`src/rtl/id_stage_pipe_pkg.sv`:
```
// rtl/id_stage_pipe_pkg.sv - shared decode types, opcodes and immediate helpers
// Purpose: control encodings, RV32I opcode constants and the immediate
// formatter used by id_decode_core and id_stage_pipe.
// Ports: none (package).
package id_stage_pipe_pkg;

  localparam logic [6:0] OP_LUI    = 7'b0110111;
  localparam logic [6:0] OP_AUIPC  = 7'b0010111;
  localparam logic [6:0] OP_JAL    = 7'b1101111;
  localparam logic [6:0] OP_JALR   = 7'b1100111;
  localparam logic [6:0] OP_BRANCH = 7'b1100011;
  localparam logic [6:0] OP_LOAD   = 7'b0000011;
  localparam logic [6:0] OP_STORE  = 7'b0100011;
  localparam logic [6:0] OP_IMM    = 7'b0010011;
  localparam logic [6:0] OP_REG    = 7'b0110011;

  typedef enum logic [2:0] {
    BR_NONE = 3'd0,
    BR_EQ   = 3'd1,
    BR_NE   = 3'd2,
    BR_LT   = 3'd3,
    BR_GE   = 3'd4,
    BR_LTU  = 3'd5,
    BR_GEU  = 3'd6,
    BR_JUMP = 3'd7
  } ctr_branch_t;

  typedef enum logic [3:0] {
    ALU_ADD   = 4'd0,
    ALU_SUB   = 4'd1,
    ALU_SLL   = 4'd2,
    ALU_SLT   = 4'd3,
    ALU_SLTU  = 4'd4,
    ALU_XOR   = 4'd5,
    ALU_SRL   = 4'd6,
    ALU_SRA   = 4'd7,
    ALU_OR    = 4'd8,
    ALU_AND   = 4'd9,
    ALU_PASSB = 4'd10
  } ctr_alu_t;

  typedef enum logic [2:0] {
    IMM_NONE = 3'd0,
    IMM_I    = 3'd1,
    IMM_S    = 3'd2,
    IMM_B    = 3'd3,
    IMM_U    = 3'd4,
    IMM_J    = 3'd5
  } imm_fmt_t;

  // 32-bit immediate; the caller sign-extends to XLEN from bit 31.
  function automatic logic [31:0] imm32(input imm_fmt_t fmt, input logic [31:0] insn);
    logic [31:0] r;
    r = '0;
    case (fmt)
      IMM_I:   r = {{20{insn[31]}}, insn[31:20]};
      IMM_S:   r = {{20{insn[31]}}, insn[31:25], insn[11:7]};
      IMM_B:   r = {{19{insn[31]}}, insn[31], insn[7], insn[30:25], insn[11:8], 1'b0};
      IMM_U:   r = {insn[31:12], 12'b0};
      IMM_J:   r = {{11{insn[31]}}, insn[31], insn[19:12], insn[20], insn[30:21], 1'b0};
      default: r = '0;
    endcase
    return r;
  endfunction

  // alt is insn[30]; it selects SUB only for register-register ops.
  function automatic ctr_alu_t alu_op(input logic [2:0] f3, input logic alt, input logic allow_sub);
    ctr_alu_t r;
    r = ALU_ADD;
    case (f3)
      3'b000: r = (alt && allow_sub) ? ALU_SUB : ALU_ADD;
      3'b001: r = ALU_SLL;
      3'b010: r = ALU_SLT;
      3'b011: r = ALU_SLTU;
      3'b100: r = ALU_XOR;
      3'b101: r = alt ? ALU_SRA : ALU_SRL;
      3'b110: r = ALU_OR;
      default: r = ALU_AND;
    endcase
    return r;
  endfunction

  function automatic ctr_branch_t branch_op(input logic [2:0] f3);
    ctr_branch_t r;
    case (f3)
      3'b000:  r = BR_EQ;
      3'b001:  r = BR_NE;
      3'b100:  r = BR_LT;
      3'b101:  r = BR_GE;
      3'b110:  r = BR_LTU;
      3'b111:  r = BR_GEU;
      default: r = BR_NONE;
    endcase
    return r;
  endfunction

endpackage

```
`src/rtl/id_stage_pipe_decode_core.sv`:
```
// rtl/id_stage_pipe_decode_core.sv - combinational RV32I instruction decoder
// Purpose: instruction word to controls, register addresses, XLEN immediate.
// Ports: insn (in); reg_write_en, data_write_en, reg_select, mem_read,
// branch_ctr, alu_ctr, rs1, rs2, rd, imm, illegal (out).
module id_decode_core
  import id_stage_pipe_pkg::*;
#(
  parameter int XLEN   = 32,
  parameter int ILEN   = 32,
  parameter int REG_AW = 5
) (
  input  logic [ILEN-1:0]   insn,
  output logic              reg_write_en,
  output logic              data_write_en,
  output logic              reg_select,
  output logic              mem_read,
  output ctr_branch_t       branch_ctr,
  output ctr_alu_t          alu_ctr,
  output logic [REG_AW-1:0] rs1,
  output logic [REG_AW-1:0] rs2,
  output logic [REG_AW-1:0] rd,
  output logic [XLEN-1:0]   imm,
  output logic              illegal
);

  logic [6:0] opcode;
  logic [2:0] f3;
  logic [4:0] rd_f;
  imm_fmt_t   fmt;
  logic       use_rs1;
  logic       use_rs2;
  logic       use_rd;

  assign opcode = insn[6:0];
  assign f3     = insn[14:12];
  assign rd_f   = insn[11:7];

  always_comb begin
    data_write_en = 1'b0;
    reg_select    = 1'b0;
    mem_read      = 1'b0;
    branch_ctr    = BR_NONE;
    alu_ctr       = ALU_ADD;
    fmt           = IMM_NONE;
    use_rs1       = 1'b0;
    use_rs2       = 1'b0;
    use_rd        = 1'b0;
    illegal       = 1'b0;
    case (opcode)
      OP_LUI: begin
        fmt     = IMM_U;
        use_rd  = 1'b1;
        alu_ctr = ALU_PASSB;
      end
      OP_AUIPC: begin
        fmt    = IMM_U;
        use_rd = 1'b1;
      end
      OP_JAL: begin
        fmt        = IMM_J;
        use_rd     = 1'b1;
        branch_ctr = BR_JUMP;
      end
      OP_JALR: begin
        fmt        = IMM_I;
        use_rs1    = 1'b1;
        use_rd     = 1'b1;
        branch_ctr = BR_JUMP;
      end
      OP_BRANCH: begin
        fmt        = IMM_B;
        use_rs1    = 1'b1;
        use_rs2    = 1'b1;
        alu_ctr    = ALU_SUB;
        branch_ctr = branch_op(f3);
      end
      OP_LOAD: begin
        fmt        = IMM_I;
        use_rs1    = 1'b1;
        use_rd     = 1'b1;
        mem_read   = 1'b1;
        reg_select = 1'b1;
      end
      OP_STORE: begin
        fmt           = IMM_S;
        use_rs1       = 1'b1;
        use_rs2       = 1'b1;
        data_write_en = 1'b1;
      end
      OP_IMM: begin
        fmt     = IMM_I;
        use_rs1 = 1'b1;
        use_rd  = 1'b1;
        alu_ctr = alu_op(f3, insn[30], 1'b0);
      end
      OP_REG: begin
        use_rs1 = 1'b1;
        use_rs2 = 1'b1;
        use_rd  = 1'b1;
        alu_ctr = alu_op(f3, insn[30], 1'b1);
      end
      default: illegal = 1'b1;
    endcase
  end

  // Unused source fields read as x0 so they never match a load destination.
  assign rs1          = use_rs1 ? REG_AW'(insn[19:15]) : '0;
  assign rs2          = use_rs2 ? REG_AW'(insn[24:20]) : '0;
  assign rd           = use_rd  ? REG_AW'(rd_f)        : '0;
  assign reg_write_en = use_rd && (rd_f != 5'd0);
  assign imm          = XLEN'($signed(imm32(fmt, insn[31:0])));

endmodule

```
`src/rtl/id_stage_pipe.sv`:
```
// rtl/id_stage_pipe.sv - RV32I decode stage owning the ID/EX pipeline register
// Purpose: valid/ready decode stage with load-use bubble and flush.
// Optional feature macro: ID_PERF_CNT_EN adds stall_cnt / bubble_cnt.
// Ports: clk, rst (sync active-low); in_valid/in_ready/in_insn/in_pc from IF;
// flush; out_valid/out_ready and registered out_* fields to EX;
// stall_cnt, bubble_cnt (only with ID_PERF_CNT_EN).
module id_stage_pipe
  import id_stage_pipe_pkg::*;
#(
  parameter int XLEN   = 32,
  parameter int ILEN   = 32,
  parameter int REG_AW = 5,
  parameter int CNT_W  = 32
) (
  input  logic              clk,
  input  logic              rst,
  input  logic              in_valid,
  output logic              in_ready,
  input  logic [ILEN-1:0]   in_insn,
  input  logic [XLEN-1:0]   in_pc,
  input  logic              flush,
  output logic              out_valid,
  input  logic              out_ready,
  output logic [XLEN-1:0]   out_pc,
  output logic              out_reg_write_en,
  output logic              out_data_write_en,
  output logic              out_reg_select,
  output logic              out_mem_read,
  output logic [2:0]        out_branch_ctr,
  output logic [3:0]        out_alu_ctr,
  output logic [REG_AW-1:0] out_rs1,
  output logic [REG_AW-1:0] out_rs2,
  output logic [REG_AW-1:0] out_rd,
  output logic [XLEN-1:0]   out_imm,
  output logic              out_illegal
`ifdef ID_PERF_CNT_EN
  ,
  output logic [CNT_W-1:0]  stall_cnt,
  output logic [CNT_W-1:0]  bubble_cnt
`endif
);

  if (CNT_W < 1 || XLEN < 32 || ILEN < 32) begin : g_bad_param
    $error("id_stage_pipe: unsupported parameter set");
  end

  logic              d_reg_write_en;
  logic              d_data_write_en;
  logic              d_reg_select;
  logic              d_mem_read;
  ctr_branch_t       d_branch_ctr;
  ctr_alu_t          d_alu_ctr;
  logic [REG_AW-1:0] d_rs1;
  logic [REG_AW-1:0] d_rs2;
  logic [REG_AW-1:0] d_rd;
  logic [XLEN-1:0]   d_imm;
  logic              d_illegal;

  logic advance;
  logic hazard;
  logic accept;

  id_decode_core #(
    .XLEN   (XLEN),
    .ILEN   (ILEN),
    .REG_AW (REG_AW)
  ) u_decode (
    .insn          (in_insn),
    .reg_write_en  (d_reg_write_en),
    .data_write_en (d_data_write_en),
    .reg_select    (d_reg_select),
    .mem_read      (d_mem_read),
    .branch_ctr    (d_branch_ctr),
    .alu_ctr       (d_alu_ctr),
    .rs1           (d_rs1),
    .rs2           (d_rs2),
    .rd            (d_rd),
    .imm           (d_imm),
    .illegal       (d_illegal)
  );

  // A load still sitting in the register cannot forward to its consumer;
  // holding the consumer one cycle lets the load reach EX/MEM first.
  assign hazard = in_valid && out_valid && out_mem_read && (out_rd != '0) &&
                  ((out_rd == d_rs1) || (out_rd == d_rs2));

  assign advance  = !out_valid || out_ready;
  assign in_ready = advance && !hazard && !flush && rst;
  assign accept   = in_valid && in_ready;

  always_ff @(posedge clk) begin
    if (!rst) begin
      out_valid         <= 1'b0;
      out_pc            <= '0;
      out_reg_write_en  <= 1'b0;
      out_data_write_en <= 1'b0;
      out_reg_select    <= 1'b0;
      out_mem_read      <= 1'b0;
      out_branch_ctr    <= 3'd0;
      out_alu_ctr       <= 4'd0;
      out_rs1           <= '0;
      out_rs2           <= '0;
      out_rd            <= '0;
      out_imm           <= '0;
      out_illegal       <= 1'b0;
    end else if (flush) begin
      out_valid <= 1'b0;
    end else if (advance) begin
      // Without an accept the slot turns into a bubble; data fields hold.
      out_valid <= accept;
      if (accept) begin
        out_pc            <= in_pc;
        out_reg_write_en  <= d_reg_write_en;
        out_data_write_en <= d_data_write_en;
        out_reg_select    <= d_reg_select;
        out_mem_read      <= d_mem_read;
        out_branch_ctr    <= d_branch_ctr;
        out_alu_ctr       <= d_alu_ctr;
        out_rs1           <= d_rs1;
        out_rs2           <= d_rs2;
        out_rd            <= d_rd;
        out_imm           <= d_imm;
        out_illegal       <= d_illegal;
      end
    end
  end

`ifdef ID_PERF_CNT_EN
  always_ff @(posedge clk) begin
    if (!rst) begin
      stall_cnt  <= '0;
      bubble_cnt <= '0;
    end else begin
      if (in_valid && !in_ready && !flush) begin
        stall_cnt <= stall_cnt + CNT_W'(1);
      end
      if (advance && !accept && !flush && in_valid) begin
        bubble_cnt <= bubble_cnt + CNT_W'(1);
      end
    end
  end
`endif

endmodule

```
`config.mk`:
```
export PLATFORM = sky130hd
export DESIGN_NAME = id_stage_pipe
export DESIGN_NICKNAME = d
export VERILOG_FILES = /design/src/rtl/id_stage_pipe_pkg.sv /design/src/rtl/id_stage_pipe_decode_core.sv /design/src/rtl/id_stage_pipe.sv
export SDC_FILE = /design/constraint.sdc
export NUM_CORES = 1
export LEC_CHECK = 0
export BUFFER_PORTS_ARGS = -buffer_cell sky130_fd_sc_hd__buf_2
export CAP_MARGIN = 20
export CORE_ASPECT_RATIO = 0.5
export CORE_MARGIN = 1.5
export CORE_UTILIZATION = 35
export DETAILED_ROUTE_END_ITERATION = 10
export PLACE_DENSITY = 0.64
export SLEW_MARGIN = 20
export SYNTH_ARGS = -nofsm -noshare
export SYNTH_HDL_FRONTEND = slang
export SYNTH_HIERARCHICAL = 1
export SYNTH_SLANG_ARGS = --single-unit
export TNS_END_PERCENT = 10
```
`constraint.sdc`:
```
create_clock -name clk -period 5 [get_ports clk]
set_input_delay 0.75 -clock clk [delete_from_list [all_inputs] [get_ports clk]]
set_output_delay 0.75 -clock clk [all_outputs]
set_load 0.01 [all_outputs]
```
==> run summary <==
Number of flops mapped to enable cells by yosys - 0
#FFs+latches synth - 92
Power Total - 1.64 mW
Cells after Synth - 791
Worst Setup Start Kind - primary input
Vias - 6704
Leakage - 3.46 nW
Critical-path cell list - buf_2, nand4bb_1, a211oi_1, and2_1, xnor2_1, nand3_1, o22ai_4, a31oi_1, buf_2
Worst-path clk slew - 0.08 ns
Core Area - 17700 µm²
Routed len/inst - 18.7 µm
Worst-margin pin slew - 0.830 ns
Routability cong. - 0.830
Sink Count - 92
Die height - 98.6 µm
Async set or reset register ratio after synthesis - 0%
Headroom to the max-slew limit - 44.7%
Endpoints failing hold - 0
Post-synth net total - 860
Vias per std cell - 6.06
Clock root buffer - clkbuf_16
Ys Warns - 6
Run status - finished, final reports clean
PostCTS Resize Cnt - 0
Die area - 19200 µm²
Max-slew violation count - 0
CP max stage cell - a211oi_1
Crit path top cell by count - buf_2
Final instance area - 7350 µm²
Final-report setup violation count - 0
Vias in the first global route - 6013
FF-to-FF setup slack - 2.33 ns
Dpl hpwl - 12.9 mm
Post-route antenna net violation count - 0
Initial drt markers - 544
Worst Clk Skew - 0.0120 ns
Chip width - 194 µm
Initial antenna violation count - 1
Setup crit end kind - output port
Min-delay worst type - reg2reg
Initial core utilization - 36.3%
Most common cell after layout, fill and taps aside - buf_2
Tcrit/Tclk final - 74.3%
Global-route wire length before repair - 32.5 mm
DRT Pass-1 Iters - 5
Synthesized area per cell - 8.10 µm²
CTS tree - yes
Dpl cell area - 7040 µm²
Min cycle time layout - 3.71 ns
Sequential area share after synthesis - 28.8%
F_max - 269 MHz
Primary FF master, synth - dfxtp_1
Crit Path Category - in2out
Maximum level of the CTS H-tree - 3
CTS hold repair buffers - 0
Yosys cell types - 56
Maximum vdd drop - 0.136 mV
Clk buf depth - 2
Clk_lat worst skew - 0.35 ns
CTS Buf Count - 9
Pwr per Cell Area - 222 nW/µm²
Max Cap Viol - 0
# port buffers - 161
CP max FO - 12
Synth-to-Final Area Change - 14.8%
Net count, final - 936
Peak per-stage delay on the critical path - 0.54 ns
Fill count - 1817
Crit path required time - 4.25 ns
DRC - 0
Total gr overflow - 0
Most frequent cells in the layout - buf_2, nand3_1, nand2b_1, dfxtp_1, and3_1
CP Data Arrival Time - 2.96 ns
Worst hold slack - 0.501 ns
Pin count of the biggest net entering global routing - 182
Share of cells above drive strength 1 - 23.3%
Cell Area, Synth - 6400 µm²
# Post-CTS Setup Buffers - 0
RSZ-0062 raised after global routing - false
Row count - 34
Setup TNS - 0 ns
Final WL - 20.7 mm
Gr usage total - 20.7%
Num ports - 162
-- worst max-delay path, delay by kind of cell --
kind | cells | cell delay, ns
AOI/OAI and AO/OA | 3 | 0.97
xor gates and xnor gates | 1 | 0.13
buffers and inverters | 2 | 0.33
and+or+nand+nor | 3 | 0.79
-- state kept, by name, summed over array words and instances (netlist names) --
signal and cells:
out_pc 32, out_valid 1, out_rs2 5, out_branch_ctr 3
out_illegal 1, out_rd 5, out_alu_ctr 4, out_rs1 5
out_data_write_en 1, out_imm 32, out_mem_read 1, out_reg_write_en 1
out_reg_select 1
-- synth_stat cells (10+ instances only) --
library cell	n	share of area, %
clkbuf_1	56	3.3
nor3b_1	12	1.4
nand2_1	10	0.59
nand3_1	95	7.4
buf_2	18	1.4
and3_1	92	9.0
nand2b_1	92	9.0
nand4_1	90	8.8
o2bb2ai_1	11	1.5
dfxtp_1	92	29
and2_1	10	0.98
a32oi_1	90	12
xnor2_1	10	1.4
buf_6	19	3.3
-- path summary, 6_finish.rpt --
check / startpoint / to / cells past startpoint
setup reg to reg: out_rd[0] / out_imm[30] / 5
hold reg to reg: out_imm[7] / out_imm[7] / 2
setup / recovery: in_insn[2] / in_ready / 9
hold / removal: out_imm[7] / out_imm[7] / 2
-- report_power, final --
part           switching, mW  internal [mW]  leakage (nW)
Clock                  0.333          0.372         0.143
Sequential           0.00921          0.743         0.743
Combinational          0.116         0.0605          2.57
Total                  0.459           1.18          3.46
-- cell families (layout without fill, tap and decap cells) --
| kind of cell | count (synthesis) | after routing | synth area share [%] |
|---|---|---|---|
| AOI/OAI and AO/OA | 146 | 146 | 19.8 |
| DFF | 92 | 92 | 28.8 |
| and+or+nand+nor | 431 | 431 | 40.4 |
| muxes | 2 | 2 | 0.332 |
| buffers and inverters | 109 | 190 | 9.28 |
| xor gates and xnor gates | 11 | 11 | 1.50 |
| other | 0 | 1 | 0 |
-- per-layer routing --
| metal | GRT usage (%) | up-vias | wire (µm) |
|---|---|---|---|
| met4 | 3.49 | 0 | 153 |
| met3 | 5.48 | 17 | 1200 |
| met5 | 0 | - | 0 |
| li1 | - | 3234 | - |
| met1 | 28.7 | 3297 | 9770 |
| met2 | 32.6 | 156 | 9620 |
-- metrics by stage --
| stage | worst slack, ns | util, % | cells |
|---|---|---|---|
| after floorplan | 1.54 | - | 791 |
| after global placement | 1.39 | 39.9 | 1089 |
| after detailed placement | 1.28 | 39.9 | 1089 |
| after CTS | 1.28 | 41.5 | 1105 |
| after global routing | 1.11 | 41.6 | 1106 |
| final | 1.29 | 41.7 | 1107 |
-- layout make-up --
cell class | count | area (µm²) | area share, %
flip-flops and latches | 92 | 1840 | 25.0
clock buffers | 11 | 253 | 3.44
inverters | 4 | 15.0 | 0.204
diodes | 1 | 2.50 | 0.0340
repair buffers | 170 | 905 | 12.3
clock inverters | 5 | 42.5 | 0.578
multi-input cells | 590 | 4000 | 54.4
well taps | 234 | 293 | 3.98
Power figures use the tool's default switching activity.
